## src/rtl/lcd_timing_ctrl.sv

```systemverilog
// lcd_timing_ctrl - raster timing controller for a 480x272 parallel-RGB LCD.
//
// Stage 0 runs the horizontal/vertical counters and presents pos_x/pos_y to
// an external pattern generator, which answers combinationally on
// red/green/blue. Stage 1 registers that colour together with sync/DE, so all
// LCD pins change on the same edge, one clock after pos_x/pos_y.
// The pattern select is frame-synchronous. It updates only on the last clock
// of a frame, so a new pattern starts at pixel (0,0) and never tears.
//
// Build option: define LCD_PATTERN_AUTO_EN to cycle the pattern automatically
// every FRAMES_PER_PATTERN frames. In that build pattern_sel is ignored. By
// default the pattern follows pattern_sel, sampled at each frame boundary.
//
// Ports:
//   clk, rst_n          pixel clock, async active-low reset
//   pattern_sel[1:0]    requested pattern (manual build)
//   red/green/blue[7:0] colour for the current pos_x/pos_y (combinational)
//   pos_x[9:0]          current column (0 outside active area)
//   pos_y[8:0]          current row    (0 outside active area)
//   pattern[1:0]        active pattern code
//   lcd_de              data enable, active-high
//   lcd_hsync/lcd_vsync active-low syncs
//   lcd_r/g/b[7:0]      registered pixel data, 0 outside active area
//   frame_start         one-clock pulse with the first active pixel on the pins
module lcd_timing_ctrl #(
  parameter int H_ACTIVE           = 480,
  parameter int H_FP               = 2,
  parameter int H_SYNC             = 41,
  parameter int H_BP               = 2,
  parameter int V_ACTIVE           = 272,
  parameter int V_FP               = 2,
  parameter int V_SYNC             = 10,
  parameter int V_BP               = 2,
  parameter int FRAMES_PER_PATTERN = 60
) (
  input  logic       clk,
  input  logic       rst_n,
  input  logic [1:0] pattern_sel,
  input  logic [7:0] red,
  input  logic [7:0] green,
  input  logic [7:0] blue,
  output logic [9:0] pos_x,
  output logic [8:0] pos_y,
  output logic [1:0] pattern,
  output logic       lcd_de,
  output logic       lcd_hsync,
  output logic       lcd_vsync,
  output logic [7:0] lcd_r,
  output logic [7:0] lcd_g,
  output logic [7:0] lcd_b,
  output logic       frame_start
);

  localparam int H_TOTAL = H_ACTIVE + H_FP + H_SYNC + H_BP;
  localparam int V_TOTAL = V_ACTIVE + V_FP + V_SYNC + V_BP;

  // Counter-width copies of the window edges, so the compares are width-matched.
  localparam logic [9:0] H_ACT = 10'(H_ACTIVE);
  localparam logic [9:0] H_SS  = 10'(H_ACTIVE + H_FP);
  localparam logic [9:0] H_SE  = 10'(H_ACTIVE + H_FP + H_SYNC);
  localparam logic [9:0] H_END = 10'(H_TOTAL - 1);
  localparam logic [8:0] V_ACT = 9'(V_ACTIVE);
  localparam logic [8:0] V_SS  = 9'(V_ACTIVE + V_FP);
  localparam logic [8:0] V_SE  = 9'(V_ACTIVE + V_FP + V_SYNC);
  localparam logic [8:0] V_END = 9'(V_TOTAL - 1);

  // Elaboration-time sanity checks on the geometry.
  if (H_TOTAL > 1024) begin : g_chk_h
    $error("H_TOTAL exceeds 10-bit counter");
  end
  if (V_TOTAL > 512) begin : g_chk_v
    $error("V_TOTAL exceeds 9-bit counter");
  end
  if (FRAMES_PER_PATTERN < 1) begin : g_chk_f
    $error("FRAMES_PER_PATTERN must be >= 1");
  end

  // ---------------- stage 0: raster counters ----------------
  logic [9:0] h_cnt;
  logic [8:0] v_cnt;
  logic       h_last, frame_end;
  logic       h_act, v_act, active0;
  logic       h_sync_win, v_sync_win;

  assign h_last     = (h_cnt == H_END);
  assign frame_end  = h_last && (v_cnt == V_END);
  assign h_act      = (h_cnt < H_ACT);
  assign v_act      = (v_cnt < V_ACT);
  assign active0    = h_act && v_act;
  assign h_sync_win = (h_cnt >= H_SS) && (h_cnt < H_SE);
  assign v_sync_win = (v_cnt >= V_SS) && (v_cnt < V_SE);

  assign pos_x = h_act ? h_cnt : '0;
  assign pos_y = v_act ? v_cnt : '0;

  always_ff @(posedge clk or negedge rst_n) begin
    if (!rst_n) begin
      h_cnt <= '0;
      v_cnt <= '0;
    end else if (h_last) begin
      h_cnt <= '0;
      v_cnt <= (v_cnt == V_END) ? '0 : v_cnt + 9'd1;
    end else begin
      h_cnt <= h_cnt + 10'd1;
    end
  end

  // ---------------- stage 1: pin registers ----------------
  // The vsync window covers whole lines, so it stays low for every clock of
  // each sync line, porches included.
  always_ff @(posedge clk or negedge rst_n) begin
    if (!rst_n) begin
      lcd_de      <= 1'b0;
      lcd_hsync   <= 1'b1;
      lcd_vsync   <= 1'b1;
      lcd_r       <= '0;
      lcd_g       <= '0;
      lcd_b       <= '0;
      frame_start <= 1'b0;
    end else begin
      lcd_de      <= active0;
      lcd_hsync   <= ~h_sync_win;
      lcd_vsync   <= ~v_sync_win;
      lcd_r       <= active0 ? red   : '0;
      lcd_g       <= active0 ? green : '0;
      lcd_b       <= active0 ? blue  : '0;
      frame_start <= (h_cnt == '0) && (v_cnt == '0);
    end
  end

  // ---------------- frame-synchronous pattern select ----------------
`ifdef LCD_PATTERN_AUTO_EN
  localparam int FW = (FRAMES_PER_PATTERN > 1) ? $clog2(FRAMES_PER_PATTERN) : 1;
  localparam logic [FW-1:0] F_LAST = FW'(FRAMES_PER_PATTERN - 1);

  logic [FW-1:0] frame_cnt;

  always_ff @(posedge clk or negedge rst_n) begin
    if (!rst_n) begin
      frame_cnt <= '0;
      pattern   <= '0;
    end else if (frame_end) begin
      if (frame_cnt == F_LAST) begin
        frame_cnt <= '0;
        pattern   <= pattern + 2'd1;  // wraps 3 -> 0
      end else begin
        frame_cnt <= frame_cnt + 1'b1;
      end
    end
  end
`else
  always_ff @(posedge clk or negedge rst_n) begin
    if (!rst_n)         pattern <= '0;
    else if (frame_end) pattern <= pattern_sel;
  end
`endif

endmodule
```

## config.mk

```make
export PLATFORM = sky130hd
export DESIGN_NAME = lcd_timing_ctrl
export DESIGN_NICKNAME = d
export VERILOG_FILES = /design/src/rtl/lcd_timing_ctrl.sv
export SDC_FILE = /design/constraint.sdc
export NUM_CORES = 1
export LEC_CHECK = 0
export CORE_MARGIN = 2
export CORE_UTILIZATION = 48
export CTS_CLUSTER_DIAMETER = 100
export DETAILED_ROUTE_END_ITERATION = 12
export HOLD_SLACK_MARGIN = 0.15
export PLACE_DENSITY = 0.91
export SKIP_LAST_GASP = 1
export SYNTH_ARGS = -nofsm -noshare
export SYNTH_HDL_FRONTEND = slang
export SYNTH_SLANG_ARGS = --single-unit
```

## constraint.sdc

```tcl
create_clock -name clk -period 3.9 [get_ports clk]
set_clock_uncertainty 0.1 [all_clocks]
set_input_delay 0.78 -clock clk [delete_from_list [all_inputs] [get_ports clk]]
set_output_delay 0.78 -clock clk [all_outputs]
set_load 0.05 [all_outputs]
```

==> flow_summary.html <==
<table>
<tr><th>Metric</th><th>Value</th></tr>
<tr><th colspan="2">Route</th></tr>
<tr><td>Drt via density</td><td>5.44</td></tr>
<tr><td>Number of nets with antenna violations after routing</td><td>0</td></tr>
<tr><td>First-pass detailed-route iteration total</td><td>4</td></tr>
<tr><td>Number of DRC violations after detailed routing</td><td>0</td></tr>
<tr><td>Average wire per standard cell</td><td>16.7 microns</td></tr>
<tr><td>Starting DRC count in detailed routing</td><td>119</td></tr>
<tr><td>Drt total wl</td><td>5.30 mm</td></tr>
<tr><td>Routed vias</td><td>1,730</td></tr>
<tr><th colspan="2">Worst setup path</th></tr>
<tr><td>Critical path's slowest cell</td><td>sky130_fd_sc_hd__clkdlybuf4s50_1</td></tr>
<tr><td>Maximum cell stage delay along the critical path</td><td>0.80 ns</td></tr>
<tr><td>Cell Chain, Critical Path</td><td>nor4_1, nand2b_1, and2_1, clkdlybuf4s50_1</td></tr>
<tr><td>Reg-to-reg critical path startpoint</td><td>h_cnt[5]</td></tr>
<tr><td>Worst Path Required</td><td>3.02 ns</td></tr>
<tr><td>Critical path capture point type</td><td>output pin</td></tr>
<tr><td>Crit Path Category</td><td>register to output pin</td></tr>
<tr><td>Biggest fanout along the worst timing path</td><td>16</td></tr>
<tr><td>Kind of start point of the critical path</td><td>register</td></tr>
<tr><td>Worst Path Arrival</td><td>2.71 ns</td></tr>
<tr><td>Crit path launch</td><td>v_cnt[7]</td></tr>
<tr><td>Worst Reg2Reg Path Length in Cells</td><td>3</td></tr>
<tr><th colspan="2">Power and ir drop</th></tr>
<tr><td>Total leakage power</td><td>1.33 nW</td></tr>
<tr><td>Combinational share of power</td><td>0.130</td></tr>
<tr><td>Net switching power</td><td>0.231 mW</td></tr>
<tr><td>Pwr per Cell Area</td><td>308 nW/um^2</td></tr>
<tr><td>Part of the power in registers</td><td>0.568</td></tr>
<tr><td>Sw frac</td><td>0.250</td></tr>
<tr><td>Maximum vdd drop</td><td>146 uV</td></tr>
<tr><td>Internal cell power</td><td>0.692 mW</td></tr>
<tr><td>Clock power share</td><td>0.302</td></tr>
<tr><th colspan="2">Die</th></tr>
<tr><td>Number of primary I/O pins</td><td>77</td></tr>
<tr><td>Die area</td><td>5100 sq um</td></tr>
<tr><td>Die X</td><td>71.4 microns</td></tr>
<tr><td>FP Rows</td><td>24</td></tr>
<tr><td>Initial Utilization</td><td>0.501</td></tr>
<tr><td>Area of the core</td><td>4350 sq um</td></tr>
<tr><td>Die Y</td><td>71.4 microns</td></tr>
<tr><th colspan="2">Clocking</th></tr>
<tr><td>Clock Pin Slew Worst Setup and Hold Paths</td><td>0.08 ns</td></tr>
<tr><td>Bufs on Longest Clock Path</td><td>2</td></tr>
<tr><td>Number of buffers created by CTS</td><td>5</td></tr>
<tr><td>Number of sinks handled by clock tree synthesis</td><td>49</td></tr>
<tr><td>Post-cts gate resize count</td><td>0</td></tr>
<tr><td>Clock tree from TritonCTS</td><td>yes</td></tr>
<tr><td>Clock latency reported for the late side of the worst-skew pair</td><td>0.30 ns</td></tr>
<tr><td>Number of buffers inserted to repair setup after CTS</td><td>0</td></tr>
<tr><td>Hold-fix buffer count after cts</td><td>0</td></tr>
<tr><td>CTS root buf</td><td>sky130_fd_sc_hd__clkbuf_8</td></tr>
<tr><td>H-Tree Level Count</td><td>2</td></tr>
<tr><th colspan="2">Place</th></tr>
<tr><td>GP Congestion</td><td>0.912</td></tr>
<tr><td>Detailed Place HPWL</td><td>3.91 mm</td></tr>
<tr><td>Port-buffer cells</td><td>75</td></tr>
<tr><th colspan="2">Yosys</th></tr>
<tr><td>Fraction of post-synthesis cell area in the top cell type by area</td><td>0.539</td></tr>
<tr><td>Synth Area in XOR/XNOR</td><td>0.0562</td></tr>
<tr><td>Sequential element share of the synthesized area</td><td>0.563</td></tr>
<tr><td>Primary FF master, synth</td><td>sky130_fd_sc_hd__dfrtp_1</td></tr>
<tr><td>Number of standard cells after synthesis</td><td>197</td></tr>
<tr><td>Warning count from the yosys run</td><td>0</td></tr>
<tr><td>Average size of a mapped cell</td><td>11.1 sq um</td></tr>
<tr><td>Synth area leader</td><td>sky130_fd_sc_hd__dfrtp_1</td></tr>
<tr><td>Net Count, Synth</td><td>230</td></tr>
<tr><td>Library cells used by synthesis</td><td>31</td></tr>
<tr><td>Area of the mapped netlist</td><td>2180 sq um</td></tr>
<tr><td>Total of flip-flops plus latches after synthesis</td><td>49</td></tr>
<tr><td>Share of synthesized cell area in full adder, half adder and majority cells</td><td>0.0287</td></tr>
<tr><td>Post-synth EDFFs</td><td>0</td></tr>
<tr><td>Area fraction in compound gates after synthesis</td><td>0.0155</td></tr>
<tr><td>Fraction of synthesized area in multiplexers</td><td>0.0184</td></tr>
<tr><td>Simple-gate portion of the synthesized area</td><td>0.277</td></tr>
<tr><td>Dominant combinational cell family by area after synthesis</td><td>simple AND/OR/NAND/NOR gates</td></tr>
<tr><td>Cell types with the largest area share after synthesis</td><td>sky130_fd_sc_hd__dfrtp_1, sky130_fd_sc_hd__and3_1, sky130_fd_sc_hd__xnor2_1</td></tr>
<tr><td>Async S/R FF share, synth</td><td>1.00</td></tr>
<tr><th colspan="2">Final layout</th></tr>
<tr><td>FF+latch area</td><td>1230 sq um</td></tr>
<tr><td>Final nets</td><td>299</td></tr>
<tr><td>Share of the core filled with cells</td><td>0.688</td></tr>
<tr><td>Combined area of the multi-input logic cells</td><td>866 sq um</td></tr>
<tr><td>Synth-to-Final Area Change</td><td>37.3%</td></tr>
<tr><td>Diodes inserted</td><td>0</td></tr>
<tr><td>Filler Cells Inserted</td><td>305</td></tr>
<tr><td>Fraction of layout cells with a size suffix above 1</td><td>0.105</td></tr>
<tr><th colspan="2">GRT</th></tr>
<tr><td>Met3 usage in global routing</td><td>0.0478</td></tr>
<tr><td>Remaining Overflow, GRT</td><td>0</td></tr>
<tr><td>GR Util All Layers</td><td>0.222</td></tr>
<tr><td>Via count of the first global-routing pass</td><td>1,664</td></tr>
<tr><td>First-pass GRT wire length</td><td>8.66 mm</td></tr>
<tr><td>Antenna violations before repair</td><td>0</td></tr>
<tr><td>Met2 global-route usage</td><td>0.373</td></tr>
<tr><td>Met1 layer usage reported by global route</td><td>0.292</td></tr>
<tr><td>Most heavily used metal layer in global routing</td><td>met2</td></tr>
<tr><td>Pin count of the biggest net entering global routing</td><td>50</td></tr>
<tr><th colspan="2">Timing</th></tr>
<tr><td>Slew @ Worst Pin</td><td>1.04 ns</td></tr>
<tr><td>Max Clk Rate</td><td>278 MHz</td></tr>
<tr><td>Number of setup violations in the final report</td><td>0</td></tr>
<tr><td>Post-route fraction of the period consumed by the critical path</td><td>0.921</td></tr>
<tr><td>Max_slew headroom</td><td>0.305</td></tr>
<tr><td>RSZ-0062 raised after global routing</td><td>false</td></tr>
<tr><td>Final-layout setup total negative slack</td><td>0 ns</td></tr>
<tr><td>Final Critical Period</td><td>3.59 ns</td></tr>
<tr><td>Number of hold violations in the final report</td><td>0</td></tr>
<tr><td>Final Max Slew Viols</td><td>0</td></tr>
<tr><td>Worst hold-check slack</td><td>0.416 ns</td></tr>
<tr><th colspan="2">Worst hold path</th></tr>
<tr><td>Type of the most critical hold path</td><td>register to register</td></tr>
<tr><td>Start point of the worst hold path</td><td>pattern[0]</td></tr>
<tr><td>Hold Path Cell Cnt</td><td>1</td></tr>
<tr><th colspan="2">Job</th></tr>
<tr><td>Number of max-capacitance violations reported</td><td>0</td></tr>
<tr><th colspan="2">Status</th></tr>
<tr><td>Result of the run</td><td>completed</td></tr>
</table>
-- final timing paths --
kind	end	slack [ns]
min	pattern[0]	0.42
min reg2reg	pattern[0]	0.42
max	pos_y[3]	0.31
max in group asynchronous	h_cnt[3]	2.49
max reg2reg	pattern[1]	1.66
min in group asynchronous	pattern[0]	0.56
-- per-layer routing --
layer / wire length, microns / share of wire
met4: 66 / 0.012
met5: 0 / 0
met1: 2200 / 0.42
met3: 387 / 0.073
met2: 2640 / 0.50
-- critical path: cells and delay by family, from the launching register on --
family | cells | cell delay [ns]
buf+inv | 1 | 0.80
flops | 1 | 0.45
simple gates | 3 | 1.18
-- cell families (layout without fill, tap and decap cells) --
kind of cell,count (synthesis),in the layout
compound gates,6,6
xor+xnor,14,14
fa+ha+maj,5,5
buf+inv,20,89
flops,49,49
mux,3,3
other cells,1,1
simple gates,99,99
-- state kept, by name (all words and copies together) (netlist names) --
name,flops
v_cnt,9
lcd_de,1
lcd_g,8
lcd_vsync,1
h_cnt,10
pattern,2
lcd_r,8
lcd_b,8
lcd_hsync,1
frame_start,1
-- final cells by class --
type | count | share of cell area
Sequential cell | 49 | 0.410
Multi-Input combinational cell | 128 | 0.289
Timing Repair Buffer | 77 | 0.247
Clock buffer | 6 | 0.0242
Tap cell | 52 | 0.0217
Inverter | 5 | 0.00627
Clock inverter | 1 | 0.00167
-- cell usage in the layout (no fill, tap or decap), drive strengths merged --
cell type and instances:
a21boi 1, a21oi 1, a31oi 1, and2 15
and3 25, buf 12, clkbuf 6, clkdlybuf4s50 65
clkinv 1, conb 1, dfrtp 47, dfstp 2
ha 5, inv 5, mux2 2, mux2i 1
nand2 4, nand2b 2, nand3 9, nand4 9
nor2 13, nor2b 5, nor3 7, nor4 8
o21ai 3, or2 1, or4 1, xnor2 11
xor2 3
-- power by group through the flow --
stage / clock [mW] / combinational [mW] / sequential [mW]
floorplan: 0 / 0.0108 / 0.580
global placement: 0 / 0.117 / 0.533
detailed placement: 0 / 0.121 / 0.534
CTS: 0.284 / 0.121 / 0.524
global route: 0.306 / 0.126 / 0.525
finish: 0.278 / 0.120 / 0.524
-- synthesized netlist by cell type (3+ instances only) --
| library cell | number |
|---|---|
| sky130_fd_sc_hd__dfrtp_1 | 47 |
| sky130_fd_sc_hd__and3_1 | 25 |
| sky130_fd_sc_hd__and2_1 | 15 |
| sky130_fd_sc_hd__clkbuf_1 | 13 |
| sky130_fd_sc_hd__nor2_1 | 13 |
| sky130_fd_sc_hd__xnor2_1 | 11 |
| sky130_fd_sc_hd__nand3_1 | 9 |
| sky130_fd_sc_hd__nand4_1 | 9 |
| sky130_fd_sc_hd__nor3_1 | 6 |
| sky130_fd_sc_hd__ha_1 | 5 |
| sky130_fd_sc_hd__inv_1 | 5 |
| sky130_fd_sc_hd__nor2b_1 | 5 |
| sky130_fd_sc_hd__nor4_1 | 5 |
| sky130_fd_sc_hd__nand2_1 | 4 |
| sky130_fd_sc_hd__o21ai_0 | 3 |
| sky130_fd_sc_hd__xor2_1 | 3 |
-- per-stage QoR --
step	std cells	power, mW	area [sq um]	setup WS (ns)
detailed placement	311	0.655	2920	0.667
global route	318	0.957	2990	0.190
global placement	311	0.651	2920	0.764
CTS	318	0.930	2990	0.303
floorplan	197	0.591	2180	1.20
finish	318	0.922	2990	0.307
Note: power is estimated with default switching activity, not from simulation.
